## src/rtl/nco_freq_meter_if.sv

```systemverilog
// Sample stream in, frequency measurement out, between the NCO side and the meter.
interface nco_freq_meter_if #(
   parameter int mpr = 11,
   parameter int apr = 32
);
   logic                  clken;
   logic signed [mpr-1:0] fsin_i;
   logic                  in_valid;
   logic [apr-1:0]        phi_inc_o;
   logic                  meas_valid_o;
   logic                  ovf_o;
   logic                  lost_o;
   logic                  locked_o;

   modport master (
      output clken, fsin_i, in_valid,
      input  phi_inc_o, meas_valid_o, ovf_o, lost_o, locked_o
   );

   modport slave (
      input  clken, fsin_i, in_valid,
      output phi_inc_o, meas_valid_o, ovf_o, lost_o, locked_o
   );
endinterface

```

## src/rtl/nco_freq_meter.sv

```systemverilog
// Measures the NCO sample period over 2^log2np rising zero crossings and
// converts the sample count into an equivalent apr-bit phase increment.
//
// state | meaning
// IDLE  | waiting for the first rising crossing
// COUNT | window in progress, counting accepted samples and crossings
module nco_freq_meter #(
   parameter int mpr    = 11,
   parameter int apr    = 32,
   parameter int cw     = 24,
   parameter int log2np = 3,
   parameter int hyst   = 16
) (
   input  logic clk,
   input  logic reset_n,
   nco_freq_meter_if.slave bus
);
   localparam int np  = 1 << log2np;
   localparam int pw  = (log2np > 0) ? log2np : 1;
   localparam int dcw = $clog2(apr + 1);
   localparam logic signed [mpr-1:0] hyst_p = mpr'(hyst);
   localparam logic signed [mpr-1:0] hyst_n = -hyst_p;

   typedef enum logic {IDLE, COUNT} state_t;

   state_t         state, state_n;
   logic [cw-1:0]  cnt, cnt_n;
   logic [pw-1:0]  per, per_n;
   logic           neg, neg_n;
   logic           acc, is_low, is_high, xing;
   logic           win_end, ovf_evt, ovf_pend;

   logic           div_busy;
   logic [dcw-1:0] div_cnt;
   logic [cw:0]    rem, dvs;
   logic [apr-1:0] quo, quo_nx;
   logic [cw+1:0]  rem2, diff;
   logic           ge, last_iter, div_free, div_start;

   assign acc     = bus.clken & bus.in_valid;
   assign is_low  = bus.fsin_i <= hyst_n;
   assign is_high = bus.fsin_i >= hyst_p;
   assign xing    = acc & neg & is_high;

   always_comb begin
      neg_n = neg;
      if (acc) begin
         if (is_low)
            neg_n = 1'b1;
         else if (xing)
            neg_n = 1'b0;
      end
   end

   always_comb begin
      state_n = state;
      cnt_n   = cnt;
      per_n   = per;
      win_end = 1'b0;
      ovf_evt = 1'b0;
      if (acc) begin
         case (state)
            IDLE: begin
               if (xing) begin
                  state_n = COUNT;
                  cnt_n   = '0;
                  per_n   = '0;
               end
            end
            COUNT: begin
               // Window end restarts the count from the ending crossing, so
               // windows are back to back and never hit the overflow check.
               if (xing && per == pw'(np - 1)) begin
                  win_end = 1'b1;
                  cnt_n   = '0;
                  per_n   = '0;
               end else if (cnt == {cw{1'b1}}) begin
                  ovf_evt = 1'b1;
                  state_n = IDLE;
               end else begin
                  cnt_n = cnt + 1'b1;
                  if (xing)
                     per_n = per + 1'b1;
               end
            end
            default: state_n = IDLE;
         endcase
      end
   end

   always_ff @(posedge clk or negedge reset_n) begin
      if (!reset_n) begin
         state <= IDLE;
         cnt   <= '0;
         per   <= '0;
         neg   <= 1'b0;
      end else begin
         state <= state_n;
         cnt   <= cnt_n;
         per   <= per_n;
         neg   <= neg_n;
      end
   end

   // rem < dvs always, so rem2 < 2^(cw+1) and diff's top bit is a valid borrow.
   assign rem2      = {rem, 1'b0};
   assign diff      = rem2 - {1'b0, dvs};
   assign ge        = ~diff[cw+1];
   assign quo_nx    = {quo[apr-2:0], ge};
   assign last_iter = div_busy && (div_cnt == '0);
   assign div_free  = !div_busy || last_iter;
   assign div_start = win_end && div_free;

   always_ff @(posedge clk or negedge reset_n) begin
      if (!reset_n) begin
         div_busy <= 1'b0;
         div_cnt  <= '0;
         rem      <= '0;
         dvs      <= '0;
         quo      <= '0;
      end else if (div_start) begin
         div_busy <= 1'b1;
         div_cnt  <= dcw'(apr - 1);
         rem      <= (cw + 1)'(np);
         dvs      <= {1'b0, cnt} + (cw + 1)'(1);
         quo      <= '0;
      end else if (div_busy) begin
         rem <= ge ? diff[cw:0] : rem2[cw:0];
         quo <= quo_nx;
         if (div_cnt == '0)
            div_busy <= 1'b0;
         else
            div_cnt <= div_cnt - 1'b1;
      end
   end

   // A divider result wins the output slot; a coincident overflow waits a cycle.
   always_ff @(posedge clk or negedge reset_n) begin
      if (!reset_n) begin
         bus.phi_inc_o    <= '0;
         bus.meas_valid_o <= 1'b0;
         bus.ovf_o        <= 1'b0;
         bus.lost_o       <= 1'b0;
         ovf_pend         <= 1'b0;
      end else begin
         bus.lost_o <= win_end && !div_free;
         if (last_iter) begin
            bus.phi_inc_o    <= quo_nx;
            bus.meas_valid_o <= 1'b1;
            bus.ovf_o        <= 1'b0;
            ovf_pend         <= ovf_evt;
         end else if (ovf_evt || ovf_pend) begin
            bus.phi_inc_o    <= '0;
            bus.meas_valid_o <= 1'b1;
            bus.ovf_o        <= 1'b1;
            ovf_pend         <= 1'b0;
         end else begin
            bus.meas_valid_o <= 1'b0;
            bus.ovf_o        <= 1'b0;
         end
      end
   end

   assign bus.locked_o = (state == COUNT);
endmodule

```

## src/flat_wrapper.sv

```systemverilog
// flat-port wrapper written by rule: the top's interface ports become plain ports
module nco_freq_meter_flat 
#(
   parameter int mpr    = 11,
   parameter int apr    = 32,
   parameter int cw     = 24,
   parameter int log2np = 3,
   parameter int hyst   = 16
)
  (clk, reset_n, bus_clken, bus_fsin_i, bus_in_valid, bus_phi_inc_o, bus_meas_valid_o, bus_ovf_o, bus_lost_o, bus_locked_o);
  nco_freq_meter_if #(.mpr(mpr), .apr(apr)) bus_i ();
  input  logic clk;
  input  logic reset_n;
  input wire logic [$bits(bus_i.clken)-1:0] bus_clken;
  input wire logic [$bits(bus_i.fsin_i)-1:0] bus_fsin_i;
  input wire logic [$bits(bus_i.in_valid)-1:0] bus_in_valid;
  output wire logic [$bits(bus_i.phi_inc_o)-1:0] bus_phi_inc_o;
  output wire logic [$bits(bus_i.meas_valid_o)-1:0] bus_meas_valid_o;
  output wire logic [$bits(bus_i.ovf_o)-1:0] bus_ovf_o;
  output wire logic [$bits(bus_i.lost_o)-1:0] bus_lost_o;
  output wire logic [$bits(bus_i.locked_o)-1:0] bus_locked_o;
  assign bus_i.clken = bus_clken;
  assign bus_i.fsin_i = bus_fsin_i;
  assign bus_i.in_valid = bus_in_valid;
  assign bus_phi_inc_o = bus_i.phi_inc_o;
  assign bus_meas_valid_o = bus_i.meas_valid_o;
  assign bus_ovf_o = bus_i.ovf_o;
  assign bus_lost_o = bus_i.lost_o;
  assign bus_locked_o = bus_i.locked_o;
  nco_freq_meter #(.mpr(mpr), .apr(apr), .cw(cw), .log2np(log2np), .hyst(hyst)) u_core (.clk(clk), .reset_n(reset_n), .bus(bus_i));
endmodule
```

## config.mk

```make
export PLATFORM = sky130hd
export DESIGN_NAME = nco_freq_meter_flat
export DESIGN_NICKNAME = d
export VERILOG_FILES = /design/src/rtl/nco_freq_meter_if.sv /design/src/rtl/nco_freq_meter.sv /design/src/flat_wrapper.sv
export SDC_FILE = /design/constraint.sdc
export NUM_CORES = 1
export LEC_CHECK = 0
export BUFFER_PORTS_ARGS = -buffer_cell sky130_fd_sc_hd__buf_2
export CAP_MARGIN = 20
export CORE_UTILIZATION = 35
export CTS_CLUSTER_SIZE = 28
export DETAILED_ROUTE_END_ITERATION = 8
export GPL_TIMING_DRIVEN = 0
export PLACE_DENSITY = 0.61
export SYNTH_ARGS = -nofsm -noshare
export SYNTH_HDL_FRONTEND = slang
export SYNTH_SLANG_ARGS = --single-unit
```

## constraint.sdc

```tcl
create_clock -name clk -period 5.5 [get_ports clk]
set_input_delay 0.275 -clock clk [delete_from_list [all_inputs] [get_ports clk]]
set_output_delay 0.275 -clock clk [all_outputs]
set_load 0.05 [all_outputs]
```

==> results.json, run 1 <==
{
  "status": "complete, no violations",
  "synthTopCellsByCount": "153 x dfrtp_1, 103 x nand2_1, 63 x a22o_1",
  "nets": 965,
  "synthCells": 849,
  "p_seq_frac": 0.481,
  "first_iter_violations": 415,
  "synth_xor_area_frac": 0.0415,
  "track_usage": 0.178,
  "ir_drop_v": 0.000205,
  "drc": 0,
  "final_hold_viol_count": 0,
  "synth_top_cell_area_share": 0.465,
  "rsz0062_at_grt": "no",
  "routedWlPerCell_um": 16.3,
  "synth_flop_cell": "dfrtp_1",
  "power.density_nw_per_um2": 253,
  "power_frac_comb": 0.043,
  "path_class": "reg2reg",
  "post-dp-hpwl_mm": 14.6,
  "cts_max_level": 4,
  "cts_buffer_depth": 2,
  "fp.dieW_um": 155,
  "die_y_um": 155,
  "cts_tree": "built",
  "crit_path_start_kind": "register",
  "crit_required_ps": 5840,
  "syn_to_final_growth_pct": 15.4,
  "ios": 51,
  "fin_crit_ps": 3030,
  "cts_buffers": 17,
  "yosysWarnings": 0,
  "place.gp.congestion": 0.865,
  "grt-ovfl-total": 0,
  "regArea_um2": 3830,
  "drive_gt1_frac": 0.140,
  "clock_skew_ps": 9.38,
  "clkPwrFrac": 0.476,
  "synth_nets": 894,
  "antenna_cells": 0,
  "synth_most_common_cell": "dfrtp_1",
  "synth-seq-cells": 153,
  "synth_top_area_cell": "dfrtp_1",
  "p_leak_nw": 4.53,
  "grt_pass1_wl_mm": 34.1,
  "min_path_type": "in2reg",
  "grt_max_degree": 79,
  "multi_input_area_um2": 4040,
  "total_power_mw": 2.41,
  "via_count": 6701,
  "synth_enable_flop_cells": 0,
  "drv.max_cap_violation_count": 0,
  "ctsResizeCount": 0,
  "firstDrtPassIters": 5,
  "seq_area_frac_synth": 0.465,
  "dieArea_um2": 24200,
  "synth_top_family_by_area": "compound AO/OA/AOI/OAI gates",
  "io_buffer_count": 50,
  "path_max_fanout": 10,
  "root_buffer": "clkbuf_16",
  "cp-end-kind": "register",
  "async_flop_share": 1.00,
  "switchingPower_mw": 0.628,
  "synth_cell_types": 72,
  "synthAdderAreaFrac": 0.0465,
  "syn_area_um2": 8240,
  "row_count": 55,
  "switching_share": 0.261,
  "fmax_ghz": 0.330,
  "viasPerCell": 5.38,
  "postPlaceCellArea_um2": 8920,
  "synthSimpleGateAreaFrac": 0.150,
  "initial_core_util": 0.361,
  "routed_wl_mm": 20.3,
  "setup_viol": 0,
  "synth.avg_cell_area_um2": 9.71,
  "clk_pin_slew_ps": 70,
  "clock_latency_ps": 430,
  "synth_compound_area_frac": 0.251,
  "internal_power_mw": 1.78,
  "fin_crit_sh": 0.551,
  "core-area_um2": 22800,
  "drtAntennaViolNets": 0,
  "synthMuxAreaShare": 0.00137,
  "fin_setup_tns_ps": 0,
  "antenna_found_initial": 0,
  "maxSlewHeadroom": 0.514,
  "grt_pass1_vias": 6524,
  "crit_arrival_ps": 3370,
  "fin_area_um2": 9510,
  "clock_sinks": 153,
  "fillers": 2264,
  "yosys-top-cells-area": "dfrtp_1 46%, a22o_1 6.7%, nand2_1 4.7%",
  "tightest_slew_ps": 729,
  "finalMaxSlewViolations": 0
}
==> layout make-up <==
cell class | count | share of cell area
Clock buffer | 18 | 0.0451
Sequential cell | 153 | 0.403
Multi-Input combinational cell | 608 | 0.425
Tap cell | 313 | 0.0412
Clock inverter | 14 | 0.0162
Buffer | 49 | 0.0236
Timing Repair Buffer | 52 | 0.0309
Inverter | 39 | 0.0154
==> state kept, by name, indices dropped and copies added (netlist names) <==
name and cells:
u_core.bus.locked_o 1, u_core.bus.lost_o 1, u_core.bus.meas_valid_o 1, u_core.bus.ovf_o 1, u_core.bus.phi_inc_o 32, u_core.cnt 24, u_core.div_busy 1, u_core.div_cnt 6
u_core.dvs 25, u_core.neg 1, u_core.ovf_pend 1, u_core.per 3, u_core.quo 31, u_core.rem 25
==> worst max-delay path, stage by stage (launching register included) <==
cell and delay, ps:
dfrtp_1 410, ha_1 260, nand3_1 200, nor3_1 450, nand4_1 400, o21bai_1 470, clkbuf_1 470, o21ai_0 160
o21ai_0 100
==> cells by family after synthesis <==
group	count (synthesis)
buffers and inverters	88
DFF	153
and+or+nand+nor	258
AOI/OAI and AO/OA	280
muxes	1
xor gates and xnor gates	39
adders and majority gates	30
==> layout by cell type (no fill, tap or decap), types with 10 or more instances in the layout <==
cell / netlist / final
dfrtp_1: 153 / 153
o211ai_2: 10 / 10
o211ai_1: 12 / 12
ha_1: 29 / 29
a21oi_1: 43 / 43
xnor2_1: 20 / 20
and3_1: 13 / 13
a22o_1: 63 / 63
o31ai_1: 12 / 12
nand2_1: 103 / 103
nor2_1: 54 / 54
o21ai_0: 57 / 57
inv_1: 39 / 39
a21o_1: 22 / 22
nand4_1: 22 / 22
clkbuf_16: 0 / 17
xor2_1: 19 / 19
buf_2: 12 / 61
clkbuf_1: 26 / 27
nand3_1: 18 / 18
==> power by group through the flow <==
stage                     clock, mW  combinational (mW)  sequential (mW)
after CTS                      1.17               0.107             1.16
after global placement            0               0.102             1.18
after global routing           1.22               0.122             1.16
after floorplan                   0              0.0516             1.18
final                          1.15               0.105             1.16
after detailed placement          0               0.106             1.18
==> path summary, 6_finish.rpt <==
kind | slack [ps] | depth (start not counted) | end | from
max | 2470 | 8 | u_core.cnt[20] | u_core.cnt[0]
min | 160 | 3 | u_core.neg | bus_fsin_i[10]
max reg2reg | 2470 | 8 | u_core.cnt[20] | u_core.cnt[0]
min reg2reg | 490 | 2 | u_core.dvs[17] | u_core.dvs[17]
max in group asynchronous | 4230 | 3 | u_core.rem[10] | reset_n
min in group asynchronous | 460 | 2 | u_core.bus.phi_inc_o[9] | reset_n
==> what timing repair did <==
| action | 4_1_cts | 5_1_grt |
|---|---|---|
| buffers inserted | 0 | 0 |
| hold buffers | 1 | 0 |
| endpoints found under the hold margin | 77 | 0 |
==> metrics by stage <==
step | hold slack, ps | utilization | cells | worst slack [ps]
2_1_floorplan | -20.6 | - | 849 | 2980
3_3_place_gp | 466 | 0.389 | 1212 | 1820
3_5_place_dp | 367 | 0.390 | 1213 | 2460
4_1_cts | 140 | 0.416 | 1246 | 2450
5_1_grt | 189 | 0.416 | 1246 | 2090
6_report | 162 | 0.416 | 1246 | 2470
==> routing by layer <==
layer / global-route usage / wire [µm]
met2: 0.271 / 9090
met5: 0 / 0
met3: 0.0284 / 748
met4: 0.0616 / 392
met1: 0.256 / 10100
No activity file was read; power rests on OpenSTA's default activity.
==> run 2: changes to the inputs <==
--- a/config.mk
+++ b/config.mk
@@ -11,7 +11,7 @@
 export CTS_CLUSTER_SIZE = 28
 export DETAILED_ROUTE_END_ITERATION = 8
 export GPL_TIMING_DRIVEN = 0
-export PLACE_DENSITY = 0.61
+export PLACE_DENSITY = 0.63
 export SYNTH_ARGS = -nofsm -noshare
 export SYNTH_HDL_FRONTEND = slang
 export SYNTH_SLANG_ARGS = --single-unit
==> constraint.sdc (replaced) <==
create_clock -name clk -period 2.57 [get_ports clk]
set_input_delay 0.1285 -clock clk [delete_from_list [all_inputs] [get_ports clk]]
set_output_delay 0.1285 -clock clk [all_outputs]
set_load 0.05 [all_outputs]
==> run 2 against run 1 <==
The flow now finishes with violations (negative setup slack). Worst setup slack lost 2700 ps. Final area grew 6.2%. Largest cell class unchanged. First-iteration DRC count grew 18%.
==> results.json, run 2 (synthesis results as in run 1) <==
{
  "syn_to_final_growth_pct": 22.6,
  "cts_max_level": 4,
  "clock_skew_ps": 9.67,
  "post-dp-hpwl_mm": 14.3,
  "grt_pass1_wl_mm": 33.9,
  "finalMaxSlewViolations": 0,
  "holdPathEnd": "u_core.neg",
  "violations": "negative setup slack",
  "largest_reg_flops": 32,
  "cp-end-kind": "register",
  "core-area_um2": 22800,
  "nets": 989,
  "grt_pass1_vias": 6492,
  "cts_buffers": 17,
  "antenna_cells": 0,
  "fillers": 2196,
  "place.gp.congestion": 0.839,
  "setup_ws_ps": -197,
  "track_usage": 0.179,
  "power.density_nw_per_um2": 513,
  "drv.max_cap_violation_count": 0,
  "hold_depth": 4,
  "ir_drop_v": 0.000335,
  "routedWlPerCell_um": 16.4,
  "row_count": 55,
  "crit_path_start_kind": "register",
  "postPlaceCellArea_um2": 8920,
  "firstDrtPassIters": 5,
  "cts_tree": "built",
  "rsz0062_at_grt": "yes",
  "clk_pin_slew_ps": 70,
  "r2r_slack_ps": -200,
  "tightest_slew_ps": 611,
  "fp.dieW_um": 155,
  "layout_common_cells": "153 x dfrtp_1, 102 x nand2_1, 63 x a22o_1, 56 x o21ai_0, 55 x buf_2",
  "root_buffer": "clkbuf_16",
  "dieArea_um2": 24200,
  "crit_required_ps": 2870,
  "dpl.cell_count": 1213,
  "clock_latency_ps": 430,
  "initial_core_util": 0.361,
  "path_max_fanout": 8,
  "via_count": 6858,
  "ios": 51,
  "r2r_end": "u_core.rem[11]",
  "drtAntennaViolNets": 0,
  "reg2reg_depth": 11,
  "setup_viol": 25,
  "drc": 0,
  "p_leak_nw": 4.85,
  "fin_area_um2": 10100,
  "viasPerCell": 5.40,
  "path_class": "reg2reg",
  "cts_buffer_depth": 2,
  "top_regs": "u_core.bus.phi_inc_o: 32 flops, u_core.quo: 31 flops",
  "routed_wl_mm": 20.8,
  "clock_sinks": 153,
  "antenna_found_initial": 0,
  "die_y_um": 155,
  "min-delay-start": "bus_fsin_i[9]",
  "grt-ovfl-total": 0,
  "reg2reg_from": "u_core.rem[9]",
  "grt_max_degree": 98,
  "first_iter_violations": 490,
  "fmax_ghz": 0.361,
  "fin_crit_ps": 2770,
  "post-place-ws_ps": -392,
  "final_common_cell": "dfrtp_1",
  "largest_register": "u_core.bus.phi_inc_o",
  "status": "complete, but fails checks",
  "crit_arrival_ps": 3070,
  "io_buffer_count": 50,
  "fin_crit_sh": 1.08,
  "finalNonFillerCells": 1270,
  "final_hold_viol_count": 0,
  "drive_gt1_frac": 0.209,
  "min_path_type": "in2reg",
  "maxSlewHeadroom": 0.592
}
run 2: cell types whose count changed in the layout (fill, tap and decap cells not counted), moves of 5 or more:
| cell | delta |
|---|---|
| buf_2 | -6 |
| buf_4 | +17 |
| buf_6 | +6 |
| clkbuf_1 | -10 |
| clkbuf_2 | +12 |
| ha_1 | -5 |
run 2: layer usage:
metal / wire [µm] / GRT usage / up-vias
li1: - / - / 3311
met1: 9980 / 0.250 / 3329
met2: 9470 / 0.277 / 186
met3: 1000 / 0.0298 / 32
met4: 390 / 0.0672 / 0
met5: 0 / 0 / -
run 2: worst max-delay path, cell delays in order (launching register included):
cell and delay [ps]:
dfrtp_1 400, ha_1 300, buf_6 120, and4_4 250
a21oi_2 70, and4bb_2 260, a2111oi_4 460, or3_4 230
buf_12 150, buf_12 120, a21o_1 160, o311ai_4 110
run 2: per-stage QoR:
step / utilization / total power [mW] / TNS (ps) / hold slack, ps
after floorplan: - / 2.64 / 0 / -167
after global placement: 0.389 / 2.74 / -160500 / 419
after detailed placement: 0.390 / 2.76 / -23630 / 124
after CTS: 0.434 / 5.23 / -3900 / 66.4
after global routing: 0.442 / 5.37 / -5400 / 95.6
final: 0.442 / 5.19 / -2830 / 79.9
run 2: timing repair:
| item | in CTS | in global routing |
|---|---|---|
| hold endpoints to repair | 57 | 0 |
| setup endpoints to repair | 84 | 117 |
| setup buffers | 15 | 6 |
| cloned | 2 | 1 |
| gates resized for setup | 54 | 42 |
| pin swaps | 20 | 25 |
| hold buffers | 2 | 0 |
run 2: final cells by class:
type                    count  area [µm²]  share of cell area
plain buffers              48         298              0.0295
clock buffers              17         425              0.0421
clock inverters            15         156              0.0155
inverters                  39         146              0.0145
multi-input cells         608        4310               0.427
flip-flops and latches    153        3830               0.379
well taps                 313         392              0.0388
repair buffers             77         542              0.0536
run 2: how the worst max path moves through the flow:
stage	from	end
2_1_floorplan	u_core.rem[11]	u_core.rem[4]
3_3_place_gp	reset_n	u_core.rem[14]
3_5_place_dp	u_core.dvs[1]	u_core.rem[2]
4_1_cts	u_core.rem[10]	u_core.rem[2]
5_1_grt	u_core.rem[9]	u_core.rem[11]
6_report	u_core.rem[9]	u_core.rem[11]
run 2: power breakdown:
| group | switching, mW | leakage, nW | internal, mW |
|---|---|---|---|
| registers | 0.0409 | 2.02 | 2.44 |
| clock network | 1.17 | 0.284 | 1.30 |
| logic | 0.160 | 2.54 | 0.0780 |
| total | 1.37 | 4.85 | 3.81 |
